## src/rtl/apb_slave_regfile.sv

```systemverilog
// APB completer serving a small 32-bit register file (word 0 = read-only ID),
// with a fixed number of wait states and an error response for bad accesses.
module apb_slave_regfile #(
  parameter int          NUM_REGS    = 8,
  parameter int          WAIT_STATES = 1,
  parameter int          SEL_BIT     = 0,
  parameter logic [31:0] ID_VALUE    = 32'hA5B0_0001
) (
  input  logic        clk,
  input  logic        rst,
  input  logic [2:0]  Pselx,
  input  logic        Penable,
  input  logic        Pwrite,
  input  logic [31:0] Paddr,
  input  logic [31:0] Pwdata,
  output logic [31:0] Prdata,
  output logic        Pready,
  output logic        Pslverr,
  output logic [15:0] xfer_cnt
);

  typedef enum logic [1:0] {S_IDLE, S_WAIT, S_ACCESS} state_t;

  localparam logic [4:0] NREGS     = 5'(NUM_REGS);
  localparam logic [3:0] WCNT_INIT = 4'(WAIT_STATES);

  state_t      state, state_next;
  logic [3:0]  wcnt, wcnt_next;
  logic [3:0]  idx_lat;
  logic        write_lat, err_lat;
  logic [31:0] wdata_lat;
  logic [31:0] regs [1:NUM_REGS-1];

  logic        sel, latch, commit;
  logic [3:0]  eff_idx;
  logic        eff_write, eff_err;
  logic [31:0] rd_word;
  logic        unused_bits;

  function automatic logic addr_err(input logic [5:0] a, input logic wr);
    return (a[1:0] != 2'b00) || ({1'b0, a[5:2]} >= NREGS) || (wr && (a[5:2] == 4'd0));
  endfunction

  assign sel         = Pselx[SEL_BIT];
  assign unused_bits = ^{Pselx, Paddr[31:6]};

  // Zero-wait entry into ACCESS happens on the setup edge itself, so the
  // read data and error must come from the live bus rather than the latches.
  assign eff_idx   = latch ? Paddr[5:2] : idx_lat;
  assign eff_write = latch ? Pwrite     : write_lat;
  assign eff_err   = latch ? addr_err(Paddr[5:0], Pwrite) : err_lat;

  always_comb begin
    rd_word = ID_VALUE;
    for (int i = 1; i < NUM_REGS; i++)
      if (eff_idx == 4'(i)) rd_word = regs[i];
  end

  always_comb begin
    state_next = state;
    wcnt_next  = wcnt;
    latch      = 1'b0;
    commit     = 1'b0;
    case (state)
      S_IDLE: begin
        if (sel && !Penable) begin
          latch = 1'b1;
          if (WAIT_STATES > 0) begin
            state_next = S_WAIT;
            wcnt_next  = WCNT_INIT;
          end else begin
            state_next = S_ACCESS;
          end
        end
      end
      S_WAIT: begin
        if (!sel)             state_next = S_IDLE;
        else if (wcnt == 4'd1) state_next = S_ACCESS;
        else                  wcnt_next  = wcnt - 4'd1;
      end
      S_ACCESS: begin
        if (!sel) begin
          state_next = S_IDLE;
        end else if (Penable) begin
          commit     = 1'b1;
          state_next = S_IDLE;
        end
      end
      default: state_next = S_IDLE;
    endcase
  end

  always_ff @(posedge clk) begin
    if (rst) begin
      state     <= S_IDLE;
      wcnt      <= '0;
      idx_lat   <= '0;
      write_lat <= 1'b0;
      err_lat   <= 1'b0;
      wdata_lat <= '0;
      Pready    <= 1'b0;
      Pslverr   <= 1'b0;
      Prdata    <= '0;
      xfer_cnt  <= '0;
      for (int i = 1; i < NUM_REGS; i++) regs[i] <= '0;
    end else begin
      state <= state_next;
      wcnt  <= wcnt_next;
      if (latch) begin
        idx_lat   <= Paddr[5:2];
        write_lat <= Pwrite;
        wdata_lat <= Pwdata;
        err_lat   <= addr_err(Paddr[5:0], Pwrite);
      end
      Pready  <= (state_next == S_ACCESS);
      Pslverr <= (state_next == S_ACCESS) && eff_err;
      if (state_next != S_ACCESS)
        Prdata <= '0;
      else if (state != S_ACCESS)
        Prdata <= (eff_write || eff_err) ? '0 : rd_word;
      if (commit) begin
        xfer_cnt <= xfer_cnt + 16'd1;
        if (write_lat && !err_lat)
          for (int i = 1; i < NUM_REGS; i++)
            if (idx_lat == 4'(i)) regs[i] <= wdata_lat;
      end
    end
  end

endmodule

```

## config.mk

```make
export PLATFORM = sky130hd
export DESIGN_NAME = apb_slave_regfile
export DESIGN_NICKNAME = d
export VERILOG_FILES = /design/src/rtl/apb_slave_regfile.sv
export SDC_FILE = /design/constraint.sdc
export NUM_CORES = 1
export LEC_CHECK = 0
export CELL_PAD_IN_SITES_DETAIL_PLACEMENT = 0
export CELL_PAD_IN_SITES_GLOBAL_PLACEMENT = 1
export CORE_UTILIZATION = 50
export CTS_CLUSTER_DIAMETER = 200
export CTS_CLUSTER_SIZE = 25
export DETAILED_ROUTE_END_ITERATION = 10
export PLACE_DENSITY_LB_ADDON = 0.25
export REMOVE_ABC_BUFFERS = 1
export SLEW_MARGIN = 20
export SYNTH_ARGS = -nofsm -noshare
export SYNTH_HDL_FRONTEND = slang
export SYNTH_SLANG_ARGS = --single-unit
```

## constraint.sdc

```tcl
create_clock -name clk -period 10.4 [get_ports clk]
set_input_delay 2.08 -clock clk [delete_from_list [all_inputs] [get_ports clk]]
set_output_delay 2.08 -clock clk [all_outputs]
set_load 0.1 [all_outputs]
```

After elaboration in Yosys (flattened, before gate mapping). Memory sizes are Yosys's and may differ from the RTL's. Cells that the tools add are included.

Register bits: 94. Bits in latches: 0. Memory bits (writable): 224. Bits in read-only memories: 0. Bits of input ports: 71. Output and inout bits: 50. Memories: 1.

Add/sub/neg operators: 2. Multiply operators: 0. Div/mod/pow operators: 0. Order comparisons: 1. Equality and inequality tests: 23. Shift-type cells: 0. Multiplexer cells: 70. Bitwise operators: 7. Reductions and logical operators: 15.

Memories: regs (words 7, bits a word 32, read ports 7, clocked after memory_dff 0, write ports 7, line 32) `logic [31:0] regs [1:NUM_REGS-1];`.

Operators by type and width (count): 2-to-1 mux 32 bit (15); 2-to-1 mux 1 bit (44); equality test 4 x 3 -> 1 bit (second input constant) (8); adder 16 x 1 -> 16 bit (second input constant) (1); equality test 4 x 2 -> 1 bit (second input constant) (4); 2-to-1 mux 4 bit (4); equality test 4 x 1 -> 1 bit (second input constant) (3); 2-to-1 mux 2 bit (5); inequality test 2 bit (second input constant) (5); one-hot mux 4 bit (2 select lines) (1); OR 1 bit (7); one-hot mux 2 bit (3 select lines) (1); equality test 2 bit (second input constant) (2); greater-or-equal comparator 4 bit (second input constant) (1); logical AND 1 bit (4); zero test 4 bit (1); AND reduction 4 bit (1); nonzero test 2 bit (2); subtractor 4 x 1 -> 4 bit (second input constant) (1); logical OR 1 bit (3); equality test 2 x 1 -> 1 bit (second input constant) (1); zero test 1 bit (2); zero test 2 bit (1); OR reduction 2 bit (1).

Logic depth before layout (Yosys ltp). Gate-level depths: netlist of the first run.

Depth after elaboration: 14. Gate-level depth with buffers: 9. Mapped depth without buffers: 7.

Worst setup path after synthesis of the first run. Ideal clock, no wire load.

Path kind: input port to flip-flop. From: input Penable. To: register regs[0][100] (netlist name). Library setup time: 0.428 ns. Data arrival time: 4.246 ns. Required time: 9.972 ns. Path slack: 5.726 ns. Stages on the path: 4. Buffers on the path: 0. Cells stage by stage: nand4b_1 -> nor4_4 -> nand3_1 -> o21bai_1.

RTL lines: start: declaration (line 12) `input logic Penable,`.

Worst setup path after layout of the first run.
From: input Pselx[0]. To: register Prdata[13].

Cells in the longest elaborated chain, start to end: 13.

Ends and longest elaborated chain: start: declaration (line 11) `input logic [2:0] Pselx,`; logical AND 1 bit (line 66) `if (sel && !Penable) begin`; 2-to-1 mux 1 bit (line 66); 2-to-1 mux 1 bit (line 64) `case (state)`; 2-to-1 mux 4 bit; equality test 4 x 1 -> 1 bit (line 56) `if (eff_idx == 4'(i)) rd_word = regs[i];`; 2-to-1 mux 32 bit (7 in a row) (line 56); 2-to-1 mux 32 bit (line 120) `Prdata <= (eff_write || eff_err) ? '0 : rd_word;`; end signal: assignment (line 120); end: declaration (line 16) `output logic [31:0] Prdata,`.

Several ways; a longest one is shown, not always the timed one. A chain may end at the register's enable or synchronous reset.

==> metrics.csv, run 1 <==
metric,value,unit
cts_max_level,1,
slowest_stage,nor3_4,
overflow,0,
synth_edf_count,224,
top_level_ports,121,
fin_util,0.573,
drt_pass1_iterations,8,
die_h,167,um
worst_slew_pin_slew,1.03,ns
worstSetupStartpointType,input pin,
ys_seq_area_frac,0.630,
required,10.86,ns
cts_resized,0,
crit_arrival,5.40,ns
rsz0062_at_grt,no,
postRouteAntennaNets,0,
drc,1,
worst_path_most_repeated_cell,buf_4,
core,26900,um^2
vias_per_cell,5.88,
wl_per_cell,22.1,um
start_util,0.508,
max-vdd-ir-drop,0.114,mV
clk_pin_slew,0.10,ns
synth_cell_types,60,
grt.total_usage,0.243,
postCtsHoldBufs,0,
clkLatencyLatePin,0.51,ns
layout-drive-gt1-share,0.0581,
max_cap_viol_count,0,
area_growth,12.7,%
placementRows,60,
antenna_found_initial,0,
min_period_over_period,0.475,
p_per_area,148,nW/um^2
syn_area_per_cell,12.1,um^2
ys_ff_latch,318,
p_total,2.27,mW
violations,DRC,
cts_tree,built,
grt_pass1_wl,51400,um
num_antenna_cells,0,
drv_slew,0,
synth_top_area_share,0.493,
async_reset_ff_frac,0,
multi_input_comb_area,4800,um^2
grt_max_degree,73,
cp_max_fo,61,
post_cts_buffers,0,
synth_commonest_cells,"225 x and2_1, 224 x edfxtp_1, 94 x dfxtp_1",
nets,1253,
ys.warnings.count,0,
max_stage_delay,0.79,ns
cts_made_buffers,16,
grt_pass1_vias,8773,
drt_iter0_drc,701,
synthCells,1130,
fin_crit,4.94,ns
finalInstanceArea,15400,um^2
hold_violations,0,
final_cells,1529,
dp.final_hpwl,18500,um
ys_top_cells_by_area,"edfxtp_1 49%, dfxtp_1 14%, and2_1 10%, o221ai_1 3.4%, a21oi_1 3.2%",
finalSetupTns,0,ns
worst-setup-path-type,input pin to flip-flop,
dp_cells,1502,
die_area,28000,um^2
clock_skew,0.0142,ns
ys.flop_type,edfxtp_1,
drt-total-wl,33700,um
fillers,2271,
whs,0.449,ns
vias,8996,
numPortBuffers,92,
die_x,167,um
p_leak,5.50,nW
status,"complete, but fails checks",
dpl_cell_area,14900,um^2
cts_buffer_depth,3,
path_cells,clkdlybuf4s50_1 -> nor4b_4 -> buf_4 -> a21oi_1 -> nor3_4 -> buf_4 -> o21a_1 -> a22o_1,
finalSetupViolations,0,
worstHoldPathType,flip-flop to flip-flop,
max_freq,202,MHz
place_ws,4.97,ns
clock-sinks,318,
yosysTopAreaCell,edfxtp_1,
regArea,8610,um^2
place.gp.congestion,0.821,
fin_ws,5.46,ns
yosysMostFrequentCell,and2_1,
endpoint_kind,flip-flop,
mappedNetlistArea,13700,um^2
clockRootBuffer,clkbuf_16,
slew_headroom,0.298,
## where the power goes
group          total [mW]  leakage [nW]  switching, mW  internal (mW)
Combinational       0.160          2.19          0.103         0.0573
Clock               0.703         0.225          0.393          0.309
Sequential           1.41          3.08         0.0236           1.39
## cell usage in the layout (no fill, tap or decap), drive strengths merged, types with 4 or more instances in the layout
cell type,synthesis,layout
nand2b,5,5
edfxtp,224,224
a31oi,9,9
nor2,37,37
nand4b,4,4
nand3,10,10
o21ai,23,23
buf,31,20
nor4,5,5
o22a,7,7
clkdlybuf4s50,0,91
nor2b,6,6
o22ai,7,7
o21a,23,23
nor4b,4,4
nand4,5,5
nand2,93,93
and2,225,225
a22o,23,23
clkbuf,49,26
mux2i,35,35
dfxtp,94,94
o221ai,53,53
nor3,9,9
a21oi,87,87
xor2,13,13
inv,9,10
## per-layer routing
layer,global-route usage,up-vias,wire length (um)
met1,0.330,4495,15000
met3,0.0229,46,1550
met4,0.0574,0,642
met5,0,-,0
li1,-,4210,-
met2,0.421,245,16600
## layout make-up
cell class                 instances  share of cell area
timing repair buffer             111              0.0688
inverter                           9             0.00219
multi-input combinational        723               0.312
clock buffer                      26              0.0298
clock inverter                     1            0.000569
tap                              341              0.0277
sequential                       318               0.559
## cells by family after synthesis
logic type               synth area share
flip-flops                          0.630
adder cells (fa/ha/maj)           0.00275
XOR/XNOR                           0.0103
multiplexers                       0.0296
buffers and inverters              0.0303
AO/OA/AOI/OAI                       0.129
AND/OR/NAND/NOR                     0.168
## state kept, by name, indices dropped and copies added, names as in the netlist
signal / count
write_lat: 1
Pslverr: 1
wcnt: 4
Pready: 1
err_lat: 1
idx_lat: 4
xfer_cnt: 16
regs: 224
state: 2
wdata_lat: 32
Prdata: 32
## final timing paths
kind                                  from          to  slack (ns)  cells after the start
worst max-delay path              Pselx[0]  Prdata[13]        5.46                      8
worst min-delay path            Prdata[21]  Prdata[21]        0.45                      2
worst max register to register    state[0]  Prdata[13]        7.12                      7
worst min register to register  Prdata[21]  Prdata[21]        0.45                      2
## critical path, delay by kind of cell
family	cells	cell delay [ns]
AO/OA/AOI/OAI	3	0.56
AND/OR/NAND/NOR	2	1.02
buffers and inverters	3	1.69
Note: power is estimated with default switching activity, not from simulation.
==> run 2: changes to the inputs <==
Settings changed: CORE_UTILIZATION 50 to 47.
Clock period 10.4 ns to 4.68 ns, I/O delays scaled along.
==> run 2 against run 1 <==
  * The flow now finishes without violations
  * Register-to-register slack got worse by 5.2 ns
  * Clock-buffer cell count is 1 higher
  * Setup slack got worse by 4.1 ns
  * Sequential power grew 120%
  * Largest power group unchanged
  * Utilization down 2.9 points
  * Combinational power increased by 130%
  * Worst hold slack improved by 0.0069 ns
  * Total power is 120% higher
  * Wire length down 0.58%
==> metrics.csv, run 2 (synthesis results as in run 1) <==
metric,value,unit,change
status,"finished, final reports clean",,"was complete, but fails checks"
finalSetupViolations,0,,unchanged
sw_frac_of_total,0.229,,about the same
num_antenna_cells,0,,unchanged
cp_max_fo,23,,was 61
postCtsHoldBufs,0,,unchanged
drt-total-wl,33500,um,was 33700 um
cts_buffer_depth,3,,unchanged
fin_crit,3.28,ns,
combPwrFrac,0.072,,was 0.071
clkLatencyLatePin,0.52,ns,was 0.51 ns
cts_max_level,1,,unchanged
slew_headroom,0.341,,was 0.298
rsz0062_at_grt,no,,unchanged
die_area,29700,um^2,was 28000 um^2
clock_skew,0.0255,ns,was 0.0142 ns
grt.total_usage,0.231,,was 0.243
final_common_cell,and2_1,,unchanged
clock_power_share,0.310,,was 0.309
p_int,3.91,mW,was 1.75 mW
top_level_ports,121,,unchanged
drv_slew,0,,unchanged
worstHoldPathType,flip-flop to flip-flop,,unchanged
dp.final_hpwl,19900,um,was 18500 um
max_cap_viol_count,0,,unchanged
antenna_found_initial,0,,unchanged
start_util,0.477,,was 0.508
post_cts_buffers,0,,unchanged
nets,1268,,was 1253
area_growth,14.0,%,was 12.7%
die_h,172,um,was 167 um
postRouteAntennaNets,0,,unchanged
drt_pass1_iterations,5,,was 8
max-vdd-ir-drop,0.245,mV,was 0.114 mV
clk_pin_slew,0.10,ns,about the same
crit_arrival,3.65,ns,was 5.40 ns
layout-drive-gt1-share,0.0681,,was 0.0581
largest-register,regs,,unchanged
grt_pass1_vias,8591,,was 8773
numPortBuffers,92,,unchanged
worstSetupStartpointType,input pin,,unchanged
place_ws,0.922,ns,was 4.97 ns
final_cell_mix,"225 x and2_1, 224 x edfxtp_1, 94 x dfxtp_1",,unchanged
worst-setup-path-type,input pin to flip-flop,,unchanged
endpoint_kind,flip-flop,,unchanged
overflow,0,,unchanged
p_per_area,326,nW/um^2,was 148 nW/um^2
vias_per_cell,5.68,,was 5.88
p_total,5.07,mW,was 2.27 mW
fillers,2426,,was 2271
fin_util,0.544,,was 0.573
max_freq,305,MHz,
min_period_over_period,0.700,,
wl_per_cell,21.1,um,was 22.1 um
max_stage_delay,0.63,ns,was 0.79 ns
hold_violations,0,,unchanged
worst_slew_pin_slew,0.986,ns,was 1.03 ns
fin_ws,1.40,ns,was 5.46 ns
grt_max_degree,61,,was 73
die_x,172,um,was 167 um
clockRootBuffer,clkbuf_16,,unchanged
power.switching,1.16,mW,was 0.520 mW
cts_resized,0,,unchanged
cts_tree,built,,unchanged
drt_iter0_drc,789,,was 701
place.gp.congestion,0.761,,was 0.821
cts_made_buffers,16,,unchanged
slowest_stage,clkdlybuf4s50_1,,was nor3_4
largest_register_ffs,224,,unchanged
drc,0,,was 1
core,28600,um^2,was 26900 um^2
p_leak,5.59,nW,was 5.50 nW
critPathBufInv,2,,was 3
required,5.06,ns,was 10.86 ns
power_frac_seq,0.618,,was 0.620
cp_top_family,simple AND/OR/NAND/NOR gates,,was buffers and inverters
path_cells,clkdlybuf4s50_1 -> nand4b_1 -> nor4_4 -> nand2_1 -> nor3_2 -> buf_4 -> and2_1,,was clkdlybuf4s50_1 -> nor4b_4 -> buf_4 -> a21oi_1 -> nor3_4 -> buf_4 -> o21a_1 -> a22o_1
grt_pass1_wl,50900,um,was 51400 um
reg.largest.list,"regs x224, Prdata x32, wdata_lat x32",,unchanged
vias,9015,,was 8996
clock-sinks,318,,unchanged
placementRows,62,,was 60
==> run 2: cell types whose count changed in the layout (fill, tap and decap cells not counted), moves of 2 or more <==
cell      previous run  this run
nor2_1              34        36
o21bai_2             0         3
nor2_4               3         0
buf_4               19        28
o21bai_4             3         0
buf_12               0         6
==> run 2: power groups by stage <==
stage          registers, mW  clock network, mW  logic (mW)
2_1_floorplan           3.18                  0       0.197
3_3_place_gp            3.19                  0       0.363
3_5_place_dp            3.20                  0       0.369
4_1_cts                 3.13               1.60       0.369
5_1_grt                 3.14               1.71       0.396
6_report                3.13               1.57       0.366
==> run 2: routing by layer <==
metal  global-route usage  share of wire
met1                0.327           0.45
met2                0.381           0.48
met3               0.0270          0.057
met4               0.0500          0.017
met5                    0              0
==> run 2: layout make-up <==
class / count / area (um^2) / area share
Sequential cell: 318 / 8610 / 0.553
Multi-Input combinational cell: 723 / 4720 / 0.303
Timing Repair Buffer: 126 / 1250 / 0.0801
Tap cell: 384 / 480 / 0.0309
Clock buffer: 27 / 463 / 0.0297
Inverter: 9 / 33.8 / 0.00217
Clock inverter: 1 / 8.76 / 0.000563
==> run 2: final timing paths <==
check | start | endpoint | slack [ns] | depth (start not counted)
setup / recovery | Pselx[0] | regs[0][70] | 1.40 | 7
hold / removal | Prdata[31] | Prdata[31] | 0.46 | 2
setup reg to reg | state[1] | regs[0][70] | 1.93 | 6
hold reg to reg | Prdata[31] | Prdata[31] | 0.46 | 2
==> run 2: worst reg2reg max path, cell delays in order, from the launching register on <==
cell      delay (ns)
dfxtp_1         0.52
nand4b_1        0.24
nor4_4          0.43
nand2_1         0.21
nor3_2          0.62
buf_4           0.42
and2_1          0.18
==> run 2: per-stage QoR <==
step | TNS (ns) | instance area (um^2) | cells | hold WS, ns
floorplan | -30.05 | 13300 | 1050 | 0.443
global placement | 0 | 15100 | 1560 | 0.446
detailed placement | 0 | 15100 | 1560 | 0.448
CTS | 0 | 15600 | 1588 | 0.461
global route | 0 | 15600 | 1588 | 0.483
finish | 0 | 15600 | 1588 | 0.456
==> run 3: changes to the inputs <==
Clock period 4.68 ns to 3.35 ns, I/O delays scaled along.
==> run 3 against run 2 <==
  * Critical path depth grew 2
  * Register-to-register slack lost 1.1 ns
  * Largest cell class unchanged
  * First-iteration DRC count grew 0.38%
  * Highest routed layer unchanged
  * Global-route usage is essentially flat
==> metrics.csv, run 3 (synthesis results as in run 1) <==
metric,value,unit,change
status,"finished, final reports clean",,unchanged
layout-drive-gt1-share,0.127,,was 0.0681
clock_power_share,0.307,,was 0.310
whs,0.458,ns,was 0.456 ns
combPwrFrac,0.077,,was 0.072
die_area,29700,um^2,unchanged
finalSetupTns,0,ns,unchanged
cp_max_fo,12,,was 23
max_freq,373,MHz,
final_cell_mix,"225 x and2_1, 224 x edfxtp_1, 94 x dfxtp_1",,unchanged
drc,0,,unchanged
vias_per_cell,5.58,,was 5.68
place_ws,0.169,ns,was 0.922 ns
cts_made_buffers,16,,unchanged
slowest_stage,or4b_2,,was clkdlybuf4s50_1
rsz0062_at_grt,no,,unchanged
clk_pin_slew,0.10,ns,about the same
p_per_area,451,nW/um^2,was 326 nW/um^2
postCtsHoldBufs,0,,unchanged
place.gp.congestion,0.813,,was 0.761
max_stage_delay,0.77,ns,was 0.63 ns
fin_ws,0.672,ns,was 1.40 ns
nets,1293,,was 1268
clkLatencyLatePin,0.52,ns,about the same
sw_frac_of_total,0.227,,was 0.229
grt_pass1_vias,8608,,was 8591
power_frac_seq,0.616,,was 0.618
clockRootBuffer,clkbuf_16,,unchanged
worstSetupStartpointType,input pin,,unchanged
finalSetupViolations,0,,unchanged
final_common_cell,and2_1,,unchanged
p_int,5.48,mW,was 3.91 mW
cts_buffer_depth,3,,unchanged
endpoint_kind,flip-flop,,unchanged
crit_arrival,3.13,ns,was 3.65 ns
grt_max_degree,32,,was 61
post_cts_buffers,0,,unchanged
grt.total_usage,0.230,,was 0.231
reg.largest.list,"regs x224, Prdata x32, wdata_lat x32",,unchanged
drt_iter0_drc,792,,was 789
vias,8997,,was 9015
largest-register,regs,,unchanged
max_cap_viol_count,0,,unchanged
cts_resized,0,,unchanged
postRouteAntennaNets,0,,unchanged
required,3.80,ns,was 5.06 ns
die_x,172,um,unchanged
num_antenna_cells,0,,unchanged
min_period_over_period,0.799,,
p_leak,5.86,nW,was 5.59 nW
largest_register_ffs,224,,unchanged
fin_crit,2.68,ns,
path_cells,clkdlybuf4s50_1 -> or4b_2 -> buf_4 -> buf_4 -> nand4b_1 -> o31ai_1 -> a32oi_1 -> o221ai_1 -> o21ai_1,,was clkdlybuf4s50_1 -> nand4b_1 -> nor4_4 -> nand2_1 -> nor3_2 -> buf_4 -> and2_1
overflow,0,,unchanged
top_level_ports,121,,unchanged
dp.final_hpwl,20400,um,was 19900 um
placementRows,62,,unchanged
worst_path_most_repeated_cell,buf_4,,
clock-sinks,318,,unchanged
drv_slew,0,,unchanged
worst-r2r-setup-slack,0.86,ns,was 1.93 ns
clock_skew,0.0214,ns,was 0.0255 ns
power.switching,1.61,mW,was 1.16 mW
max-vdd-ir-drop,0.312,mV,was 0.245 mV
die_h,172,um,unchanged
drt_pass1_iterations,5,,unchanged
grt_pass1_wl,51000,um,was 50900 um
slew_headroom,0.449,,was 0.341
cts_max_level,1,,unchanged
antenna_found_initial,0,,unchanged
worst_slew_pin_slew,0.818,ns,was 0.986 ns
hold_violations,0,,unchanged
wl_per_cell,20.8,um,was 21.1 um
numPortBuffers,92,,unchanged
start_util,0.477,,unchanged
worst-setup-path-type,input pin to flip-flop,,unchanged
core,28600,um^2,unchanged
drt-total-wl,33500,um,about the same
cts_tree,built,,unchanged
worstHoldPathType,flip-flop to flip-flop,,unchanged
area_growth,15.3,%,was 14.0%
## run 3: path summary, 6_finish.rpt
kind               from          to  cells past startpoint
max             Penable   Prdata[0]                      9
min          Prdata[29]  Prdata[29]                      2
max reg2reg    state[0]   Prdata[0]                      8
min reg2reg  Prdata[29]  Prdata[29]                      2
## run 3: metal layers
layer | part of all wire | global-route usage | vias to the layer above
met4 | 0.020 | 0.0531 | 0
met1 | 0.45 | 0.319 | 4428
met5 | 0 | 0 | -
met3 | 0.050 | 0.0261 | 39
met2 | 0.48 | 0.388 | 248
li1 | - | - | 4282
## run 3: worst max-delay path: cells and delay by family
family,cells,cell delay (ns)
buf+inv,3,0.92
compound gates,4,0.63
simple gates,2,0.88
## run 3: metrics by stage
step                utilization  total power, mW  instance area [um^2]  cells
finish                    0.550             7.10                 15700   1613
global route              0.550             7.34                 15700   1613
CTS                       0.550             7.16                 15700   1613
detailed placement        0.533             5.01                 15300   1585
global placement          0.533             5.00                 15300   1585
floorplan                     -             4.72                 13300   1050
## run 3: final cells by class
class                      instances  area (um^2)
tap                              384          480
clock buffer                      27          463
multi-input combinational        723         4710
timing repair buffer             151         1430
fill                            2426        12900
clock inverter                     1         8.76
inverter                           9         33.8
sequential                       318         8610
## run 3: power groups by stage
stage                     Combinational [mW]  Sequential (mW)  Clock (mW)
after floorplan                        0.276             4.45           0
after global placement                 0.544             4.46           0
after detailed placement               0.550             4.46           0
after CTS                              0.551             4.37        2.24
after global routing                   0.590             4.39        2.36
final                                  0.545             4.37        2.18
